--- src/rtl/branch_predictor_if.sv ---
// Fetch/decode side bundle for the branch predictor: lookup port plus
// the resolved-branch write-back port.
`timescale 1ns/1ps
interface branch_predictor_if;
  logic        enable;
  logic [15:0] PC_curr;
  logic        predicted_taken;
  logic [15:0] predicted_target;
  logic        update_en;
  logic [15:0] update_PC;
  logic        actual_taken;
  logic [15:0] actual_target;

  // Pipeline side: drives lookups and resolved outcomes
  modport master (
    output enable, PC_curr, update_en, update_PC, actual_taken, actual_target,
    input  predicted_taken, predicted_target
  );

  // Predictor side
  modport slave (
    input  enable, PC_curr, update_en, update_PC, actual_taken, actual_target,
    output predicted_taken, predicted_target
  );
endinterface

--- src/rtl/branch_predictor.sv ---
// Direct-mapped dynamic branch predictor with 2-bit counters and a BTB.
// Lookup is combinational; resolved outcomes are written on the clock.
// Optional: define BP_WRITE_BYPASS_EN to forward a same-cycle write to
// a lookup on the same index.
`timescale 1ns/1ps
module branch_predictor #(
  parameter int unsigned IDX_W = 3
) (
  input logic               clk,
  input logic               rst_n,
  branch_predictor_if.slave bp
);
  localparam int unsigned TAG_W   = 15 - IDX_W;
  localparam int unsigned ENTRIES = 1 << IDX_W;

  typedef struct packed {
    logic             valid;
    logic [TAG_W-1:0] tag;
    logic [1:0]       ctr;
    logic [15:0]      tgt;
  } entry_t;

  entry_t           tbl_q [ENTRIES];
  entry_t           upd_old;
  entry_t           upd_d;
  entry_t           rd_entry;
  logic [IDX_W-1:0] upd_idx;
  logic [TAG_W-1:0] upd_tag;
  logic             upd_hit;
  logic             upd_we;
  logic [IDX_W-1:0] lk_idx;
  logic [TAG_W-1:0] lk_tag;
  logic             lk_hit;
  logic             unused_pc_lsb;

  // Halfword-aligned PCs: bit 0 never participates
  assign unused_pc_lsb = ^{bp.PC_curr[0], bp.update_PC[0]};

  // Next value of the entry addressed by the resolved branch
  always_comb begin
    upd_idx = bp.update_PC[IDX_W:1];
    upd_tag = bp.update_PC[15:IDX_W+1];
    upd_old = tbl_q[upd_idx];
    upd_hit = upd_old.valid && (upd_old.tag == upd_tag);
    upd_d   = upd_old;
    upd_we  = 1'b0;
    if (bp.update_en && bp.enable) begin
      if (upd_hit) begin
        upd_we = 1'b1;
        if (bp.actual_taken) begin
          if (upd_old.ctr != 2'b11) upd_d.ctr = upd_old.ctr + 2'd1;
          upd_d.tgt = bp.actual_target;
        end else begin
          if (upd_old.ctr != 2'b00) upd_d.ctr = upd_old.ctr - 2'd1;
        end
      end else if (bp.actual_taken) begin
        // Allocate, replacing whatever alias occupied the slot
        upd_we      = 1'b1;
        upd_d.valid = 1'b1;
        upd_d.tag   = upd_tag;
        upd_d.ctr   = 2'b10;
        upd_d.tgt   = bp.actual_target;
      end
    end
  end

  // Table storage; reset to invalid, weakly-not-taken, zero tag/target
  always_ff @(posedge clk or negedge rst_n) begin
    if (!rst_n) begin
      for (int i = 0; i < int'(ENTRIES); i++) begin
        tbl_q[i] <= '{valid: 1'b0, tag: '0, ctr: 2'b01, tgt: 16'h0000};
      end
    end else if (upd_we) begin
      tbl_q[upd_idx] <= upd_d;
    end
  end

  // Zero-latency prediction for the fetch PC
  always_comb begin
    lk_idx   = bp.PC_curr[IDX_W:1];
    lk_tag   = bp.PC_curr[15:IDX_W+1];
    rd_entry = tbl_q[lk_idx];
`ifdef BP_WRITE_BYPASS_EN
    if (bp.update_en && bp.enable && (upd_idx == lk_idx)) rd_entry = upd_d;
`endif
    lk_hit               = rd_entry.valid && (rd_entry.tag == lk_tag);
    bp.predicted_taken   = lk_hit && rd_entry.ctr[1];
    bp.predicted_target  = lk_hit ? rd_entry.tgt : 16'h0000;
  end
endmodule

--- src/flat_wrapper.sv ---
// flat-port wrapper written by rule: the top's interface ports become plain ports
module branch_predictor_flat 
#(
  parameter int unsigned IDX_W = 3
)
  (clk, rst_n, bp_enable, bp_PC_curr, bp_update_en, bp_update_PC, bp_actual_taken, bp_actual_target, bp_predicted_taken, bp_predicted_target);
  branch_predictor_if bp_i ();
  input logic clk;
  input logic rst_n;
  input wire logic [$bits(bp_i.enable)-1:0] bp_enable;
  input wire logic [$bits(bp_i.PC_curr)-1:0] bp_PC_curr;
  input wire logic [$bits(bp_i.update_en)-1:0] bp_update_en;
  input wire logic [$bits(bp_i.update_PC)-1:0] bp_update_PC;
  input wire logic [$bits(bp_i.actual_taken)-1:0] bp_actual_taken;
  input wire logic [$bits(bp_i.actual_target)-1:0] bp_actual_target;
  output wire logic [$bits(bp_i.predicted_taken)-1:0] bp_predicted_taken;
  output wire logic [$bits(bp_i.predicted_target)-1:0] bp_predicted_target;
  assign bp_i.enable = bp_enable;
  assign bp_i.PC_curr = bp_PC_curr;
  assign bp_i.update_en = bp_update_en;
  assign bp_i.update_PC = bp_update_PC;
  assign bp_i.actual_taken = bp_actual_taken;
  assign bp_i.actual_target = bp_actual_target;
  assign bp_predicted_taken = bp_i.predicted_taken;
  assign bp_predicted_target = bp_i.predicted_target;
  branch_predictor #(.IDX_W(IDX_W)) u_core (.clk(clk), .rst_n(rst_n), .bp(bp_i));
endmodule
--- config.mk ---
export PLATFORM = sky130hd
export DESIGN_NAME = branch_predictor_flat
export DESIGN_NICKNAME = d
export VERILOG_FILES = /design/src/rtl/branch_predictor_if.sv /design/src/rtl/branch_predictor.sv /design/src/flat_wrapper.sv
export SDC_FILE = /design/constraint.sdc
export NUM_CORES = 1
export LEC_CHECK = 0
export BUFFER_PORTS_ARGS = -buffer_cell sky130_fd_sc_hd__buf_4
export CORE_MARGIN = 2
export CORE_UTILIZATION = 56
export DETAILED_ROUTE_END_ITERATION = 8
export GPL_ROUTABILITY_DRIVEN = 0
export PLACE_DENSITY_LB_ADDON = 0.25
export SLEW_MARGIN = 20
export SYNTH_ARGS = -nofsm -noshare
export SYNTH_HDL_FRONTEND = slang
export SYNTH_SLANG_ARGS = --single-unit
--- constraint.sdc ---
create_clock -name clk -period 5 [get_ports clk]
set_input_delay 1.25 -clock clk [delete_from_list [all_inputs] [get_ports clk]]
set_output_delay 1.25 -clock clk [all_outputs]
set_load 0.01 [all_outputs]
; ---- Yosys cells after proc, flatten, opt, wreduce, memory -nomap -nowiden
; Index checks and enable logic that the tools add are counted.
[totals]
out_inout_bits = 17
n_memories = 0
input_bits = 53
latch_bits = 0
rom_bits = 0
elab_cells = 69
register_bits = 248
ramBits = 0
[classes]
add_sub_neg = 2
n_reduce_logical = 6
multipliers = 0
magnitude_cmp = 3
eq_ne = 3
shifts = 0
div_mod_pow = 0
muxes = 21
bitwise_logic = 2
[op_table]
columns = cell, count
row1 = $bwmux W248, 1
row2 = $mux W31, 7
row3 = $bmux W31 S3, 2
row4 = $demux W31 S3, 1
row5 = $mux W16, 2
row6 = $eq A12 B12 Y1, 2
row7 = $mux W18, 1
row8 = $mux W13, 1
row9 = $ge A4 B4 Y1 const B, 2
row10 = $not A3 Y4, 2
row11 = $mux W2, 3
row12 = $logic_and A1 B1 Y1, 5
row13 = $lt A4 B1 Y1 const B, 1
row14 = $mux W1, 3
row15 = $add A2 B1 Y2 const B, 1
row16 = $ne A2 B2 Y1 const B, 1
row17 = $reduce_bool A2 Y1, 1
row18 = $sub A2 B1 Y2 const B, 1

; ---- Longest topological paths before layout
[depth]
ltp_word = 10
mapped_depth = 14
ltp_nobuf = 8

; ---- Least setup slack after synthesis
; Ideal clock, no wire load.
[synth_timing]
path_kind = in2out
start = in bp_PC_curr[1]
end = out bp_predicted_target[10]
stages = 10
slack_ns = -0.145
arrival_time_ns = 3.895
cell_sequence = clkbuf_1 buf_2 clkbuf_1 mux4_2 xnor2_1 nand3_1 o21ai_0 nand4_1 clkbuf_1 nor2_1
[synth_between]
elab_chain_len = 7
[synth_lines]
columns = element, line
row1 = start: declaration, flat_wrapper.sv:11  ; input wire logic [$bits(bp_i.PC_curr)-1:0] bp_PC_curr;
row2 = $not A3 Y4 (not written as such) (*), branch_predictor.sv:82  ; rd_entry = tbl_q[lk_idx];
row3 = $bmux W31 S3 (*), branch_predictor.sv:82
row4 = $mux W31 (not written as such) (*) (2 in a row), branch_predictor.sv:82
row5 = $eq A12 B12 Y1, branch_predictor.sv:86  ; lk_hit = rd_entry.valid && (rd_entry.tag == lk_tag);
row6 = $logic_and A1 B1 Y1, branch_predictor.sv:86
row7 = $mux W16 (*), branch_predictor.sv:88  ; bp.predicted_target = lk_hit ? rd_entry.tgt : 16'h0000;
row8 = end: declaration, flat_wrapper.sv:17  ; output wire logic [$bits(bp_i.predicted_target)-1:0] bp_predicted_target;
; Every way passes the cells marked *; elsewhere a longest branch is shown, timed or not. The select of a mux whose other input is x is not followed.

; ---- Worst setup path after layout
[layout_timing]
start = in bp_PC_curr[1]
end = out bp_predicted_target[7]
; Same word-level chain as after synthesis.

==> flow_metrics.env <==
export IMPL_drt_vias_per_instance=6.35
export IMPL_clk_pin_slew_worst_paths_ns=0.06
export IMPL_vias=9126
export IMPL_final_cells=1437
export IMPL_layout_commonest_cell="dfrtp_1"
export IMPL_antenna_found_initial=0
export IMPL_top_register="u_core.tbl_q"
export IMPL_cts_sinks=248
export IMPL_area_growth_pct=14.8
export IMPL_ir_worst_vdd_mv=0.250
export IMPL_cp_arrival_ns=3.59
export IMPL_synth_edf_count=0
export IMPL_finalSetupViolations=0
export IMPL_hold_viol=0
export IMPL_cp_max_fo=17
export IMPL_drt_wl_total_um=35300
export IMPL_synth_seq_area_share_pct=45.3
export IMPL_cts_tree="done"
export IMPL_totalPowerFinal_mw=5.65
export IMPL_die_height_um=160
export IMPL_synth_flop_cell="dfrtp_1"
export IMPL_utilization_pct=65.1
export IMPL_antenna_cells=0
export IMPL_die_area_um2=25800
export IMPL_synth_nets=1070
export IMPL_synth_seq_cells=248
export IMPL_start_kind="input pin"
export IMPL_nFillCells=1793
export IMPL_final_cell_mix="240 x dfrtp_1, 159 x mux2_2, 112 x buf_4"
export IMPL_dpl_cell_area_um2=14800
export IMPL_tightest_slew_ns=0.870
export IMPL_clk_latency_ns=0.54
export IMPL_grt_max_degree=109
export IMPL_fin_setup_tns_ns=0
export IMPL_yosysWarnings=0
export IMPL_outcome="completed"
export IMPL_synth_distinct_cells=54
export IMPL_portBuffers=67
export IMPL_drtIter0Drc=721
export IMPL_drive_above_1_share_pct=39.3
export IMPL_hold_buffers=0
export IMPL_grt_overflow=0
export IMPL_final_nets=1145
export IMPL_design_core_area_um2=24200
export IMPL_hpwl_um=22700
export IMPL_ioPinCount=70
export IMPL_slew_headroom_pct=42.0
export IMPL_avgSynthCellArea_um2=13.5
export IMPL_drv_cap=0
export IMPL_top_regs="u_core.tbl_q: 248 flops"
export IMPL_holdPathStages=1
export IMPL_required_ns=3.75
export IMPL_firstDrtPassIters=5
export IMPL_grt_pass1_wl_um=56000
export IMPL_pre_cts_ws_ns=0.0990
export IMPL_whs_ns=0.500
export IMPL_cts_made_buffers=29
export IMPL_cts_root_buf="clkbuf_16"
export IMPL_async_flop_share_pct=100
export IMPL_htreeDepth=1
export IMPL_worst_slack_ns=0.163
export IMPL_grt_usage_pct=28.2
export IMPL_drc=0
export IMPL_period_share_pct=96.7
export IMPL_fmax_ghz=0.207
export IMPL_multi_input_area_um2=7100
export IMPL_largest_reg_flops=248
export IMPL_clockBufferDepth=3
export IMPL_grt_pass1_vias=9742
export IMPL_fp_row_count=57
export IMPL_wl_per_cell_um=24.6
export IMPL_worstSetupPathType="input pin to output port"
export IMPL_timing_final_crit_period_ns=4.84
export IMPL_dp_cells=1380
export IMPL_syn_inst=1017
export IMPL_power_density_nw_per_um2=359
export IMPL_ant_nets=0
export IMPL_clock_skew_ns=0.0152
export IMPL_regArea_um2=6220
export IMPL_r2r_cells=9
export IMPL_syn_area_um2=13700
export IMPL_fin_area_um2=15700
export IMPL_die_width_um=160
export IMPL_initial_core_util_pct=56.7
export IMPL_worstHoldPathType="flop to flop"
export IMPL_end_kind="output port"
export IMPL_maxSlewViolCount=0
export IMPL_leakage_nw=7.32
==> metal layers <==
metal	track usage, %	share of wire (%)
met1	39.3	43
met2	46.3	48
met3	4.62	6.8
met4	8.23	2.2
met5	0	0
==> repair_timing <==
| item | 4_1_cts | 5_1_grt |
|---|---|---|
| buffers inserted | 0 | 5 |
| endpoints found under the setup margin | 0 | 17 |
| gates resized for setup | 0 | 3 |
==> power by group <==
part | total (mW) | switching, mW | internal (mW)
clock | 2.02 | 0.831 | 1.19
sequential | 2.56 | 0.238 | 2.32
combinational | 1.07 | 0.481 | 0.589
==> path summary, 6_finish.rpt <==
path	start	endpoint	slack, ns
setup / recovery	bp_PC_curr[1]	bp_predicted_target[7]	0.16
hold reg to reg	u_core.tbl_q[247]	u_core.tbl_q[247]	0.50
min in group asynchronous	rst_n	u_core.tbl_q[200]	0.77
max in group asynchronous	rst_n	u_core.tbl_q[233]	3.25
hold / removal	u_core.tbl_q[247]	u_core.tbl_q[247]	0.50
setup reg to reg	u_core.tbl_q[58]	u_core.tbl_q[111]	1.49
==> cell usage after synthesis, types with 3 or more instances <==
master	count	area, um^2
nand2b_1	9	56.3
a22o_1	5	43.8
a2bb2oi_1	4	35.0
buf_2	36	180
a21oi_1	39	195
xor2_1	4	35.0
nand4_1	4	25.0
mux2_1	95	1070
and2_1	4	25.0
nor3_1	10	50.1
clkbuf_1	28	105
a221oi_1	12	105
dfstp_2	8	210
dfrtp_1	240	6010
mux2i_1	76	761
nand2_1	21	78.8
a211oi_1	5	37.5
mux4_2	82	1850
inv_1	12	45.0
buf_4	5	37.5
nand4_2	3	37.5
nor2_1	60	225
o21ai_0	6	30.0
buf_1	9	33.8
nor2b_1	7	43.8
o22ai_1	5	31.3
xnor2_1	20	175
a22oi_1	17	128
mux2_2	159	1790
==> logic make-up (layout without fill, tap and decap cells) <==
group	Yosys count	after routing	synth area share, %
adder cells (fa/ha/maj)	1	1	0.0730
AND/OR/NAND/NOR	135	135	4.94
multiplexers	412	412	39.9
AO/OA/AOI/OAI	105	105	5.16
flip-flops	248	248	45.3
XOR/XNOR	24	24	1.53
buffers and inverters	92	188	3.09
==> cell type report <==
| type | instances | share of cell area (%) |
|---|---|---|
| Multi-Input combinational cell | 677 | 45.1 |
| Sequential cell | 248 | 39.5 |
| Timing Repair Buffer | 124 | 6.78 |
| Clock buffer | 36 | 4.91 |
| Tap cell | 324 | 2.58 |
| Clock inverter | 16 | 0.867 |
| Inverter | 12 | 0.286 |
==> critical path, cell delays in order <==
cell and delay, ns:
buf_4 0.23, buf_12 0.21, buf_4 0.13, mux4_2 0.49
mux2i_1 0.17, xnor2_1 0.10, nor3_1 0.27, nand4_1 0.15
buf_4 0.25, nor2_1 0.16, buf_4 0.14
No activity file was read; power rests on OpenSTA's default activity.
